--- src/rtl/uart_responder.sv ---
// UART responder: serializes OUT bytes onto uart_tx as 8N1 and buffers bytes
// received on uart_rx in a FIFO that answers IN requests oldest-first.
module uart_responder #(
    parameter int CLK_PER_BIT   = 868,
    parameter int RX_FIFO_DEPTH = 16
) (
    input  logic       clk,
    input  logic       reset,
    input  logic [7:0] uart_in_data,
    input  logic       uart_in_valid,
    output logic       uart_in_ready,
    input  logic       uart_out_valid,
    output logic [7:0] uart_out_data,
    output logic       uart_out_ready,
    output logic       uart_tx,
    input  logic       uart_rx,
    output logic       tx_busy,
    output logic       rx_overrun,
    output logic       rx_frame_err
);
    localparam int CW = $clog2(CLK_PER_BIT);
    localparam int PW = $clog2(RX_FIFO_DEPTH);
    localparam logic [CW-1:0] BIT_LAST  = CW'(CLK_PER_BIT - 1);
    localparam logic [CW-1:0] HALF_LAST = CW'(CLK_PER_BIT / 2 - 1);
    localparam logic [PW:0]   DEPTH     = (PW + 1)'(RX_FIFO_DEPTH);

    typedef enum logic [1:0] {S_IDLE, S_START, S_DATA, S_STOP} state_e;

    // ---------------- TX: holding register + shifter ----------------
    state_e        tx_state_q, tx_state_d;
    logic [CW-1:0] tx_cnt_q, tx_cnt_d;
    logic [2:0]    tx_bit_q, tx_bit_d;
    logic [7:0]    tx_shift_q, tx_shift_d;
    logic [7:0]    hold_data_q, hold_data_d;
    logic          hold_full_q, hold_full_d;
    logic          in_ready_q, in_ready_d;
    logic          tx_q, tx_d;
    logic          tx_load;

    // NOTE: every variable gets a default before the case, so no path leaves it unassigned and no latch is inferred.
    always_comb begin
        tx_state_d  = tx_state_q;
        tx_cnt_d    = tx_cnt_q;
        tx_bit_d    = tx_bit_q;
        tx_shift_d  = tx_shift_q;
        hold_data_d = hold_data_q;
        hold_full_d = hold_full_q;
        in_ready_d  = 1'b0;
        tx_d        = tx_q;
        tx_load     = 1'b0;

        if (uart_in_valid && !in_ready_q && !hold_full_q) begin
            hold_data_d = uart_in_data;
            hold_full_d = 1'b1;
            in_ready_d  = 1'b1;
        end

        case (tx_state_q)
            S_IDLE: tx_load = hold_full_q;
            S_START: begin
                if (tx_cnt_q == BIT_LAST) begin
                    tx_cnt_d   = '0;
                    tx_bit_d   = '0;
                    tx_state_d = S_DATA;
                    tx_d       = tx_shift_q[0];
                end else begin
                    tx_cnt_d = tx_cnt_q + 1'b1;
                end
            end
            S_DATA: begin
                if (tx_cnt_q == BIT_LAST) begin
                    tx_cnt_d   = '0;
                    tx_shift_d = tx_shift_q >> 1;
                    if (tx_bit_q == 3'd7) begin
                        tx_state_d = S_STOP;
                        tx_d       = 1'b1;
                    end else begin
                        tx_bit_d = tx_bit_q + 1'b1;
                        tx_d     = tx_shift_q[1];
                    end
                end else begin
                    tx_cnt_d = tx_cnt_q + 1'b1;
                end
            end
            S_STOP: begin
                if (tx_cnt_q == BIT_LAST) begin
                    // A waiting byte starts straight after the stop bit, no idle gap.
                    tx_load    = hold_full_q;
                    tx_state_d = S_IDLE;
                end else begin
                    tx_cnt_d = tx_cnt_q + 1'b1;
                end
            end
        endcase

        if (tx_load) begin
            tx_shift_d  = hold_data_q;
            hold_full_d = 1'b0;
            tx_cnt_d    = '0;
            tx_state_d  = S_START;
            tx_d        = 1'b0;
        end
    end

    // NOTE: sequential state uses non-blocking assignments so every register samples pre-edge values.
    always_ff @(posedge clk or posedge reset) begin
        if (reset) begin
            tx_state_q  <= S_IDLE;
            tx_cnt_q    <= '0;
            tx_bit_q    <= '0;
            tx_shift_q  <= '0;
            hold_data_q <= '0;
            hold_full_q <= 1'b0;
            in_ready_q  <= 1'b0;
            tx_q        <= 1'b1;
        end else begin
            tx_state_q  <= tx_state_d;
            tx_cnt_q    <= tx_cnt_d;
            tx_bit_q    <= tx_bit_d;
            tx_shift_q  <= tx_shift_d;
            hold_data_q <= hold_data_d;
            hold_full_q <= hold_full_d;
            in_ready_q  <= in_ready_d;
            tx_q        <= tx_d;
        end
    end

    // ---------------- RX: synchronizer + deserializer ----------------
    logic          rx_s1_q, rx_s2_q, rx_prev_q;
    state_e        rx_state_q, rx_state_d;
    logic [CW-1:0] rx_cnt_q, rx_cnt_d;
    logic [2:0]    rx_bit_q, rx_bit_d;
    logic [7:0]    rx_shift_q, rx_shift_d;
    logic          overrun_q, overrun_d;
    logic          frame_err_q, frame_err_d;
    logic          push, pop, fifo_full, fifo_empty;

    always_comb begin
        rx_state_d  = rx_state_q;
        rx_cnt_d    = rx_cnt_q;
        rx_bit_d    = rx_bit_q;
        rx_shift_d  = rx_shift_q;
        overrun_d   = overrun_q;
        frame_err_d = frame_err_q;
        push        = 1'b0;

        case (rx_state_q)
            // Arming on a falling edge means a low line after a framing error is ignored until it rises.
            S_IDLE: begin
                if (rx_prev_q && !rx_s2_q) begin
                    rx_cnt_d   = '0;
                    rx_state_d = S_START;
                end
            end
            S_START: begin
                if (rx_cnt_q == HALF_LAST) begin
                    rx_cnt_d   = '0;
                    rx_bit_d   = '0;
                    rx_state_d = rx_s2_q ? S_IDLE : S_DATA;
                end else begin
                    rx_cnt_d = rx_cnt_q + 1'b1;
                end
            end
            S_DATA: begin
                if (rx_cnt_q == BIT_LAST) begin
                    rx_cnt_d   = '0;
                    rx_shift_d = {rx_s2_q, rx_shift_q[7:1]};
                    if (rx_bit_q == 3'd7) rx_state_d = S_STOP;
                    else                  rx_bit_d   = rx_bit_q + 1'b1;
                end else begin
                    rx_cnt_d = rx_cnt_q + 1'b1;
                end
            end
            S_STOP: begin
                if (rx_cnt_q == BIT_LAST) begin
                    rx_state_d = S_IDLE;
                    if (!rx_s2_q)               frame_err_d = 1'b1;
                    else if (!fifo_full || pop) push        = 1'b1;
                    else                        overrun_d   = 1'b1;
                end else begin
                    rx_cnt_d = rx_cnt_q + 1'b1;
                end
            end
        endcase
    end

    always_ff @(posedge clk or posedge reset) begin
        if (reset) begin
            rx_s1_q     <= 1'b1;
            rx_s2_q     <= 1'b1;
            rx_prev_q   <= 1'b1;
            rx_state_q  <= S_IDLE;
            rx_cnt_q    <= '0;
            rx_bit_q    <= '0;
            rx_shift_q  <= '0;
            overrun_q   <= 1'b0;
            frame_err_q <= 1'b0;
        end else begin
            rx_s1_q     <= uart_rx;
            rx_s2_q     <= rx_s1_q;
            rx_prev_q   <= rx_s2_q;
            rx_state_q  <= rx_state_d;
            rx_cnt_q    <= rx_cnt_d;
            rx_bit_q    <= rx_bit_d;
            rx_shift_q  <= rx_shift_d;
            overrun_q   <= overrun_d;
            frame_err_q <= frame_err_d;
        end
    end

    // ---------------- RX FIFO + IN handshake ----------------
    logic [7:0]    mem_q [RX_FIFO_DEPTH];
    logic [PW-1:0] wr_ptr_q, rd_ptr_q;
    logic [PW:0]   count_q;
    logic          out_ready_q;
    logic [7:0]    out_data_q;

    assign fifo_empty = (count_q == '0);
    assign fifo_full  = (count_q == DEPTH);
    assign pop        = uart_out_valid && !out_ready_q && !fifo_empty;

    // NOTE: the storage array has no reset; the pointers and count define which entries are valid.
    always_ff @(posedge clk) begin
        if (push) mem_q[wr_ptr_q] <= rx_shift_q;
    end

    always_ff @(posedge clk or posedge reset) begin
        if (reset) begin
            wr_ptr_q    <= '0;
            rd_ptr_q    <= '0;
            count_q     <= '0;
            out_ready_q <= 1'b0;
            out_data_q  <= '0;
        end else begin
            out_ready_q <= pop;
            if (push) wr_ptr_q <= wr_ptr_q + 1'b1;
            if (pop) begin
                rd_ptr_q   <= rd_ptr_q + 1'b1;
                out_data_q <= mem_q[rd_ptr_q];
            end
            case ({push, pop})
                2'b10:   count_q <= count_q + 1'b1;
                2'b01:   count_q <= count_q - 1'b1;
                default: count_q <= count_q;
            endcase
        end
    end

    assign uart_tx        = tx_q;
    assign uart_in_ready  = in_ready_q;
    assign uart_out_ready = out_ready_q;
    assign uart_out_data  = out_data_q;
    assign tx_busy        = (tx_state_q != S_IDLE) || hold_full_q;
    assign rx_overrun     = overrun_q;
    assign rx_frame_err   = frame_err_q;
endmodule

--- config.mk ---
export PLATFORM = sky130hd
export DESIGN_NAME = uart_responder
export DESIGN_NICKNAME = d
export VERILOG_FILES = /design/src/rtl/uart_responder.sv
export SDC_FILE = /design/constraint.sdc
export NUM_CORES = 1
export LEC_CHECK = 0
export ABC_AREA = 0
export BUFFER_PORTS_ARGS = -buffer_cell sky130_fd_sc_hd__buf_2
export CORE_UTILIZATION = 40
export CTS_CLUSTER_DIAMETER = 100
export DETAILED_ROUTE_END_ITERATION = 8
export PLACE_DENSITY = 0.64
export SYNTH_ARGS = -nofsm -noshare
export SYNTH_HDL_FRONTEND = slang
export SYNTH_SLANG_ARGS = --single-unit
--- constraint.sdc ---
create_clock -name clk -period 4 [get_ports clk]
set_clock_uncertainty 0.05 [all_clocks]
set_input_delay 0.8 -clock clk [delete_from_list [all_inputs] [get_ports clk]]
set_output_delay 0.8 -clock clk [all_outputs]
set_load 0.01 [all_outputs]
Word level (Yosys, flattened, before mapping)
Memory sizes are Yosys's and may differ from the RTL's. A register that Yosys moved wholly into a read port is not among the register bits.
Cells that the tools add are included.
{ "word_totals": {"inputBits": 13, "n_memories": 1, "ramBits": 128, "out_inout_bits": 14, "latchBits": 0, "rom_bits": 0, "regBits": 76} }
{ "mem_list": {"columns": ["memory", "depth", "word_bits", "read_ports", "rd_ports_with_merged_regs", "write_ports", "line_no", "rtl"], "rows": [
  ["mem_q", 16, 8, 1, 1, 1, "212", "logic [7:0] mem_q [RX_FIFO_DEPTH];"]
]} }
{ "classes": {"n_mux": 50, "n_shift": 0, "n_bitwise": 2, "n_eq_ne": 29, "magnitude_cmp": 0, "div_mod_pow": 0, "mul": 0, "reduce_logical": 38, "n_addsub": 8} }
{ "op_table": {"columns": ["operator", "count"], "rows": [
  ["$mux W10", 7],
  ["$pmux W10 S4", 1],
  ["$mux W8", 3],
  ["$mux W2", 11],
  ["$add A10 B1 Y10 const B", 2],
  ["$eq A10 B10 Y1 const B", 2],
  ["$ne A2 B2 Y1 const B", 10],
  ["$pmux W10 S2", 1],
  ["$mux W3", 6],
  ["$ne A3 B3 Y1 const B", 5],
  ["$mux W1", 14],
  ["$reduce_bool A2 Y1", 7],
  ["$pmux W3 S2", 2],
  ["$reduce_and A4 Y1", 3],
  ["$eq A10 B9 Y1 const B", 1],
  ["$eq A2 B2 Y1 const B", 5],
  ["$pmux W5 S2", 1],
  ["$reduce_and A5 Y1", 2],
  ["$add A4 B1 Y4 const B", 2],
  ["$pmux W2 S4", 1],
  ["$reduce_and A2 Y1", 4],
  ["$add A3 B1 Y3 const B", 2],
  ["$eq A2 B1 Y1 const B", 3],
  ["$eq A3 B3 Y1 const B", 2],
  ["other kinds (15)", 30]
]} }

Logic depth before layout (Yosys ltp)
Gate-level depths: netlist (run 1).
{ "depth": {"word_depth": 10, "mapped_depth": 15} }

Least setup slack after synthesis (run 1)
OpenSTA, ideal clock, no wires.
{ "synth_path": {"kind": "register to register", "start": "reg rx_cnt_q[0]", "end": "reg count_q[4]", "setup_slack_ns": 1.165, "setup_ns": 0.080, "stages_incl_launch_ff": 16, "synth_period_minus_slack_ns": 2.835, "t_arrival_ns": 2.705, "path_cell_list": "dfrtp_1 > ha_1 > and4b_1 > and4_4 > and3_1 > buf_4 > inv_2 > ha_1 > clkbuf_1 > xor2_1 > ha_1 > nand2_1 > nor2_1 > o21ai_0 > a31oi_1 > xnor2_1"} }
{ "synth_via": {"elab_chain_len": 5, "elab_cells_between_ends": 7, "cone_classes": "3 x eq/ne; 3 x mux; 1 x reduce/logical"} }
{ "synth_lines": {"columns": ["element", "line_no", "rtl"], "rows": [
  ["from (decl)", "131", "logic [CW-1:0] rx_cnt_q, rx_cnt_d;"],
  ["from (signal assigned)", "203", "rx_cnt_q <= rx_cnt_d;"],
  ["$eq A10 B10 Y1 (*)", "175", "if (rx_cnt_q == BIT_LAST) begin"],
  ["$mux W1 (*)", "175", null],
  ["$mux W1 (*)", "147", "case (rx_state_q)"],
  ["$eq A2 B1 Y1 / $eq A2 B2 Y1 (equally long branches)", "241", "case ({push, pop})"],
  ["$pmux W5 S2 / $reduce_bool A2 Y1 (equally long branches)", null, null],
  ["to (signal assigned)", "242", "2'b10: count_q <= count_q + 1'b1;"],
  ["to (signal assigned)", "243", "2'b01: count_q <= count_q - 1'b1;"],
  ["to (signal assigned)", "244", "default: count_q <= count_q;"],
  ["to (decl)", "214", "logic [PW:0] count_q;"]
]} }
Every way passes the cells marked *; elsewhere a longest branch is shown, timed or not.
A chain may end at the register's enable or synchronous reset.

Worst setup path after layout (run 1)
{ "layout_path": {"start": "reg rx_cnt_q[0]", "end": "reg count_q[2]"} }
The elaborated chain is that of the path after synthesis.

==> results.py, run 1 <==
metrics = {
    "outcome": {
        "outcome": "finished clean",
    },
    "hold_path": {
        "hp-class": "flop to flop",
    },
    "floorplan": {
        "ios": 27,
        "die_y_um": 154,
        "core_um2": 22600,
        "start_util": 0.407,
        "fp.dieArea_um2": 23600,
        "floorplan.rows": 55,
        "chipWidth_um": 154,
    },
    "finish": {
        "postLayoutCellArea_um2": 10300,
        "diodes": 0,
        "count_of_fill_cells_added_during_filler_insertion": 1953,
        "layout_cells_sized_above_1": 0.206,
        "syn2layout_area_growth_pct": 12.0,
        "final_nets": 698,
    },
    "timing": {
        "worst_hold_slack_ns": 0.313,
        "post_route_fraction_of_the_period_consumed_by_the_critical_path": 0.793,
        "tightest_slew_ns": 1.10,
        "fin_setup_tns_ns": 0,
        "grt_setup_unrepaired": "false",
        "fmaxAchievable_mhz": 315,
        "finalSetupViolCount": 0,
        "maxSlewViolCount": 0,
        "timing.max_slew.rel_slack": 0.265,
        "timing.final.hold_violations": 0,
        "shortest_clock_period_the_worst_path_allows_after_layout_ns": 3.17,
    },
    "route": {
        "ant_nets": 0,
        "firstDrtPassIters": 6,
        "route.detailed.wl_per_inst_um": 17.9,
        "detailroute.via_count": 5246,
        "detail_route.iter0.violations": 408,
        "detailed_route_wl_um": 17300,
        "routed_via_density": 5.44,
        "post-route-drc-count": 0,
    },
    "synth": {
        "ys_top_cells_by_area": "sky130_fd_sc_hd__edfxtp_1 (42%), sky130_fd_sc_hd__dfrtp_1 (22%), sky130_fd_sc_hd__mux4_2 (6.4%)",
        "async_flop_share": 0.396,
        "post-synth-top-area-cell": "sky130_fd_sc_hd__edfxtp_1",
        "synthesis.area_per_instance_um2": 14.5,
        "count_of_flip_flops_with_a_built_in_enable_after_synthesis": 128,
        "yosys_warnings": 0,
        "post-synth-top-area-fraction": 0.417,
        "synthesis.area_um2": 9210,
        "postSynthCellCount": 635,
        "synth.ff_latch_count": 212,
        "synth_most_common_cell": "sky130_fd_sc_hd__edfxtp_1",
        "post_synthesis_sequential_area_ratio": 0.646,
        "syn-num-nets": 668,
        "synthFlopType": "sky130_fd_sc_hd__edfxtp_1",
        "top_cell_types_by_occurrence_after_synthesis": "sky130_fd_sc_hd__edfxtp_1 (128), sky130_fd_sc_hd__dfrtp_1 (80), sky130_fd_sc_hd__nor2_1 (39), sky130_fd_sc_hd__nand2_1 (34), sky130_fd_sc_hd__mux4_2 (26)",
        "synthDistinctLibCells": 69,
    },
    "global_route": {
        "grt-ovfl-total": 0,
        "antenna_found_initial": 0,
        "maximum_number_of_pins_on_one_net_before_global_route_repair": 57,
        "grt_pass1_vias": 5406,
        "groute.usage.overall": 0.153,
        "grt_first_pass_wirelength_um": 28800,
    },
    "worst_setup_path": {
        "critPathCaptureType": "flop",
        "critical-path-slowest-cell": "sky130_fd_sc_hd__dfrtp_1",
        "crit_type": "flop to flop",
        "timing.critical_path.required_ns": 4.32,
        "crit_fanout": 9,
        "timing.critical_path.cells": "ha_1 -> and4b_1 -> and4_4 -> and3_1 -> inv_2 -> ha_1 -> xor2_1 -> ha_1 -> a21oi_1 -> xor2_1 -> nor2_1 -> xor2_1",
        "worstSetupStartpointType": "flop",
        "slowest_delay_ns": 0.44,
        "timing.critical_path.arrival_ns": 3.50,
    },
    "placed_design": {
        "port_buffers": 26,
        "hpwl_after_dpl_um": 11500,
        "gp_congestion": 0.770,
        "place_area_um2": 9640,
    },
    "cts": {
        "tritoncts.num_buffers": 22,
        "hold_buffers": 0,
        "source_to_sink_clock_delay_at_the_later_pin_of_the_worst_skew_pair_ns": 0.51,
        "clock-sinks": 212,
        "clock_tree.htree_level_count": 1,
        "clk_path_buf_depth": 3,
        "clk_pin_slew_worst_paths_ns": 0.06,
        "post_cts_gate_resize_count": 0,
        "ctsRootBufferMaster": "sky130_fd_sc_hd__clkbuf_16",
        "cts_tree": "done",
        "post-cts-setup-buffers": 0,
    },
    "pwr": {
        "ir_drop_mv": 0.302,
        "leakage_nw": 4.30,
        "power_density_nw_per_um2": 574,
    },
    "flow_run": {
        "max_cap_violations": 0,
    },
}
==> per-stage QoR <==
stage / power (W) / setup slack (ns) / cells / util
final: 0.00592 / 0.828 / 965 / 0.456
after floorplan: 0.00375 / 0.991 / 635 / -
after detailed placement: 0.00406 / 0.874 / 926 / 0.426
after CTS: 0.00599 / 0.842 / 965 / 0.456
after global routing: 0.00623 / 0.509 / 965 / 0.456
after global placement: 0.00399 / 1.01 / 926 / 0.426
==> state kept, by name (all words and copies together) (netlist names), 2 cells and up, named ones only <==
name           flops
tx_bit_q           3
rx_cnt_q          10
mem_q            128
tx_cnt_q          10
tx_state_q         2
rd_ptr_q           4
rx_shift_q         8
tx_shift_q         8
count_q            5
rx_bit_q           3
hold_data_q        8
wr_ptr_q           4
uart_out_data      8
==> metal layers <==
metal | wire length (um) | global-route usage | part of all wire
met1 | 7640 | 0.203 | 0.44
met2 | 8620 | 0.264 | 0.50
met3 | 736 | 0.0262 | 0.043
met4 | 274 | 0.0329 | 0.016
met5 | 0 | 0 | 0
==> critical path, delay by kind of cell, from the launching register on <==
family | cells | cell delay [ns]
and+or+nand+nor | 4 | 1.03
adders and majority gates | 3 | 0.80
AOI/OAI and AO/OA | 1 | 0.16
DFF | 1 | 0.44
buffers and inverters | 1 | 0.07
xor gates and xnor gates | 3 | 0.49
==> path summary, 6_finish.rpt <==
check	start	end	slack, ns	cells past startpoint
max	rx_cnt_q[0]$_DFFE_PP0P_	count_q[2]$_DFFE_PP0P_	0.83	12
min	rx_s1_q$_DFF_PP1_	rx_s2_q$_DFF_PP1_	0.31	0
max reg2reg	rx_cnt_q[0]$_DFFE_PP0P_	count_q[2]$_DFFE_PP0P_	0.83	12
min reg2reg	rx_s1_q$_DFF_PP1_	rx_s2_q$_DFF_PP1_	0.31	0
max in group asynchronous	reset	uart_tx$_DFFE_PP1P_	2.62	3
min in group asynchronous	reset	rx_bit_q[1]$_DFFE_PP0P_	0.44	2
==> layout make-up <==
type                    instances  area, um2  share of cell area
inverters                      16       61.3             0.00594
multi-input cells             377       3070               0.297
flip-flops and latches        212       5950               0.577
clock buffers                  28        583              0.0565
clock inverters                11       96.3             0.00933
repair buffers                 36        205              0.0199
well taps                     285        357              0.0345
==> cell usage in the layout, fill, tap and decap left out, drive strengths merged, types with 5 or more instances in the layout <==
cell type    n
a22oi        5
o21ai       30
clkbuf      28
nand4        7
nor2b       11
nand3        9
xnor2       12
nor3        11
and2         7
a221oi       6
nand2       36
nand2b       6
a22o         8
buf         36
clkinv       8
edfxtp     128
a21oi       18
a31oi        8
inv         16
mux2        25
dfrtp       80
and3         8
mux2i       22
nor2        42
a21o        11
mux4        26
ha          20
==> cells by family after synthesis <==
| logic type | share of synthesized area |
|---|---|
| buffers and inverters | 0.0216 |
| and+or+nand+nor | 0.0895 |
| DFF | 0.646 |
| AOI/OAI and AO/OA | 0.0827 |
| adders and majority gates | 0.0272 |
| xor gates and xnor gates | 0.0152 |
| muxes | 0.118 |
==> power by group <==
group | switching (W) | internal (W) | leakage [nW] | total [W]
logic | 0.000568 | 0.000567 | 1.43 | 0.00113
clock network | 0.000821 | 0.00110 | 0.326 | 0.00192
registers | 0.000333 | 0.00253 | 2.54 | 0.00286
No activity file was read; power rests on OpenSTA's default activity.
==> run 2: changes to the inputs <==
==> constraint.sdc (replaced) <==
create_clock -name clk -period 3.1 [get_ports clk]
set_clock_uncertainty 0.05 [all_clocks]
set_input_delay 0.62 -clock clk [delete_from_list [all_inputs] [get_ports clk]]
set_output_delay 0.62 -clock clk [all_outputs]
set_load 0.01 [all_outputs]
==> run 2 against run 1 <==
- sequential power is 26% higher
- highest routed layer unchanged
- flip-flop and latch count stayed put
- count of clock-buffer cells in the layout is 3 higher
- register-to-register slack worse by 0.63 ns
- total power is 29% higher
- combinational power is 38% higher
- die area stayed put
==> results.py, run 2 (synthesis results as in run 1) <==
metrics = {
    "timing": {
        "tightest_slew_ns": 0.737,
        "timing.final.hold_violations": 0,
        "shortest_clock_period_the_worst_path_allows_after_layout_ns": 2.90,
        "maxSlewViolCount": 0,
        "grt_setup_unrepaired": "false",
        "fmaxAchievable_mhz": 345,
        "finalSetupViolCount": 0,
        "fin_setup_tns_ns": 0,
        "timing.max_slew.rel_slack": 0.508,
        "post_route_fraction_of_the_period_consumed_by_the_critical_path": 0.936,
    },
    "worst_setup_path": {
        "worst-r2r-setup-slack_ns": 0.20,
        "worstRegToRegCells": 12,
        "worst-path-stages": 12,
        "cp-startpoint": "rx_cnt_q[0]$_DFFE_PP0P_",
        "timing.critical_path.arrival_ns": 3.22,
        "timing.critical_path.to": "count_q[2]$_DFFE_PP0P_",
        "worstSetupStartpointType": "flop",
        "worst-path-buf-inv": 1,
        "crit_path_frequent_cell": "sky130_fd_sc_hd__xor2_1",
        "critical-path-slowest-cell": "sky130_fd_sc_hd__dfrtp_1",
        "timing.critical_path.cells": "ha_1 -> and4b_1 -> and4_4 -> and3_1 -> inv_2 -> ha_2 -> xor2_1 -> ha_1 -> a21oi_1 -> xor2_1 -> nor2_1 -> xor2_1",
        "worstReg2RegEnd": "count_q[2]$_DFFE_PP0P_",
        "crit_fanout": 9,
        "timing.critical_path.required_ns": 3.42,
        "regToRegStartpoint": "rx_cnt_q[0]$_DFFE_PP0P_",
        "slowest_delay_ns": 0.43,
        "crit_type": "flop to flop",
        "critPathCaptureType": "flop",
        "path_delay_family": "simple AND/OR/NAND/NOR gates",
    },
    "global_route": {
        "antenna_found_initial": 0,
        "grt-ovfl-total": 0,
        "grt_first_pass_wirelength_um": 28700,
        "groute.usage.overall": 0.152,
        "maximum_number_of_pins_on_one_net_before_global_route_repair": 44,
        "grt_pass1_vias": 5496,
    },
    "route": {
        "firstDrtPassIters": 6,
        "routed_via_density": 5.43,
        "post-route-drc-count": 0,
        "ant_nets": 0,
        "detailroute.via_count": 5305,
        "detailed_route_wl_um": 17300,
        "detail_route.iter0.violations": 275,
        "route.detailed.wl_per_inst_um": 17.7,
    },
    "cts": {
        "ctsRootBufferMaster": "sky130_fd_sc_hd__clkbuf_16",
        "clk_pin_slew_worst_paths_ns": 0.06,
        "tritoncts.num_buffers": 23,
        "source_to_sink_clock_delay_at_the_later_pin_of_the_worst_skew_pair_ns": 0.50,
        "clock-sinks": 212,
        "clk_path_buf_depth": 3,
        "cts_tree": "done",
        "clock_tree.htree_level_count": 1,
        "post-cts-setup-buffers": 0,
    },
    "placed_design": {
        "place_area_um2": 9720,
        "hpwl_after_dpl_um": 11500,
        "port_buffers": 26,
        "gp_congestion": 0.809,
    },
    "finish": {
        "largest_register": "mem_q",
        "layout_cells_sized_above_1": 0.218,
        "mostFrequentLayoutCells": "sky130_fd_sc_hd__edfxtp_1 (128), sky130_fd_sc_hd__dfrtp_1 (80), sky130_fd_sc_hd__nor2_1 (39)",
        "postLayoutCellArea_um2": 10400,
        "diodes": 0,
        "final_nets": 708,
        "syn2layout_area_growth_pct": 13.0,
        "largest_register_ffs": 128,
        "layout.cells.most_common": "sky130_fd_sc_hd__edfxtp_1",
        "largest_registers": "mem_q x128, rx_cnt_q x10, tx_cnt_q x10",
    },
    "floorplan": {
        "die_y_um": 154,
        "core_um2": 22600,
        "start_util": 0.407,
        "floorplan.rows": 55,
        "fp.dieArea_um2": 23600,
        "ios": 27,
        "chipWidth_um": 154,
    },
    "hold_path": {
        "hp-class": "input port to flop",
        "worstHoldPathCells": 1,
    },
    "pwr": {
        "leakage_nw": 4.37,
        "power_density_nw_per_um2": 735,
        "ir_drop_mv": 0.707,
    },
    "flow_run": {
        "max_cap_violations": 0,
    },
    "outcome": {
        "outcome": "finished clean",
    },
}
[run 2: what timing repair did]
item | 4_1_cts | 5_1_grt
setup endpoints to repair | 0 | 2
gates resized for setup | 0 | 1
hold buffers | 0 | 0
[run 2: final cells by class]
cell class | count | area, um2
flip-flops and latches | 212 | 5950
fillers | 1993 | 12200
multi-input cells | 377 | 3070
clock inverters | 11 | 83.8
inverters | 16 | 61.3
repair buffers | 45 | 285
well taps | 285 | 357
clock buffers | 31 | 606
[run 2: power breakdown]
| group | internal, W | leakage, nW | switching (W) |
|---|---|---|---|
| Combinational | 0.000721 | 1.49 | 0.000834 |
| Clock | 0.00146 | 0.338 | 0.00105 |
| Sequential | 0.00327 | 2.54 | 0.000323 |
[run 2: stage by stage]
stage	utilization	total power (W)	hold WS [ns]	worst slack (ns)	std cells
3_3_place_gp	0.429	0.00514	0.312	0.330	935
4_1_cts	0.460	0.00774	0.140	0.135	977
6_report	0.460	0.00765	0.167	0.197	977
5_1_grt	0.460	0.00807	0.152	0.0692	977
2_1_floorplan	-	0.00484	0.295	0.265	635
3_5_place_dp	0.429	0.00522	0.306	0.151	935
[run 2: worst register-to-register path, stage by stage, from the launching register on]
cell                      delay (ns)
sky130_fd_sc_hd__dfrtp_1        0.43
sky130_fd_sc_hd__ha_1           0.23
sky130_fd_sc_hd__and4b_1        0.31
sky130_fd_sc_hd__and4_4         0.28
sky130_fd_sc_hd__and3_1         0.20
sky130_fd_sc_hd__inv_2          0.05
sky130_fd_sc_hd__ha_2           0.24
sky130_fd_sc_hd__xor2_1         0.16
sky130_fd_sc_hd__ha_1           0.23
sky130_fd_sc_hd__a21oi_1        0.15
sky130_fd_sc_hd__xor2_1         0.22
sky130_fd_sc_hd__nor2_1         0.08
sky130_fd_sc_hd__xor2_1         0.15
[run 2: how the worst min path moves through the flow]
stage,from,endpoint,slack (ns)
5_1_grt,uart_rx,rx_s1_q$_DFF_PP1_,0.15
2_1_floorplan,rx_s1_q$_DFF_PP1_,rx_s2_q$_DFF_PP1_,0.30
3_5_place_dp,rx_s1_q$_DFF_PP1_,rx_s2_q$_DFF_PP1_,0.31
6_report,uart_rx,rx_s1_q$_DFF_PP1_,0.17
3_3_place_gp,rx_s1_q$_DFF_PP1_,rx_s2_q$_DFF_PP1_,0.31
4_1_cts,uart_rx,rx_s1_q$_DFF_PP1_,0.14
[run 2: metal layers]
layer | part of all wire | wire length (um) | up-vias | GRT usage
met5 | 0 | 0 | - | 0
met4 | 0.015 | 263 | 0 | 0.0305
met3 | 0.039 | 677 | 24 | 0.0248
met2 | 0.49 | 8490 | 119 | 0.263
met1 | 0.46 | 7880 | 2662 | 0.201
li1 | - | - | 2500 | -
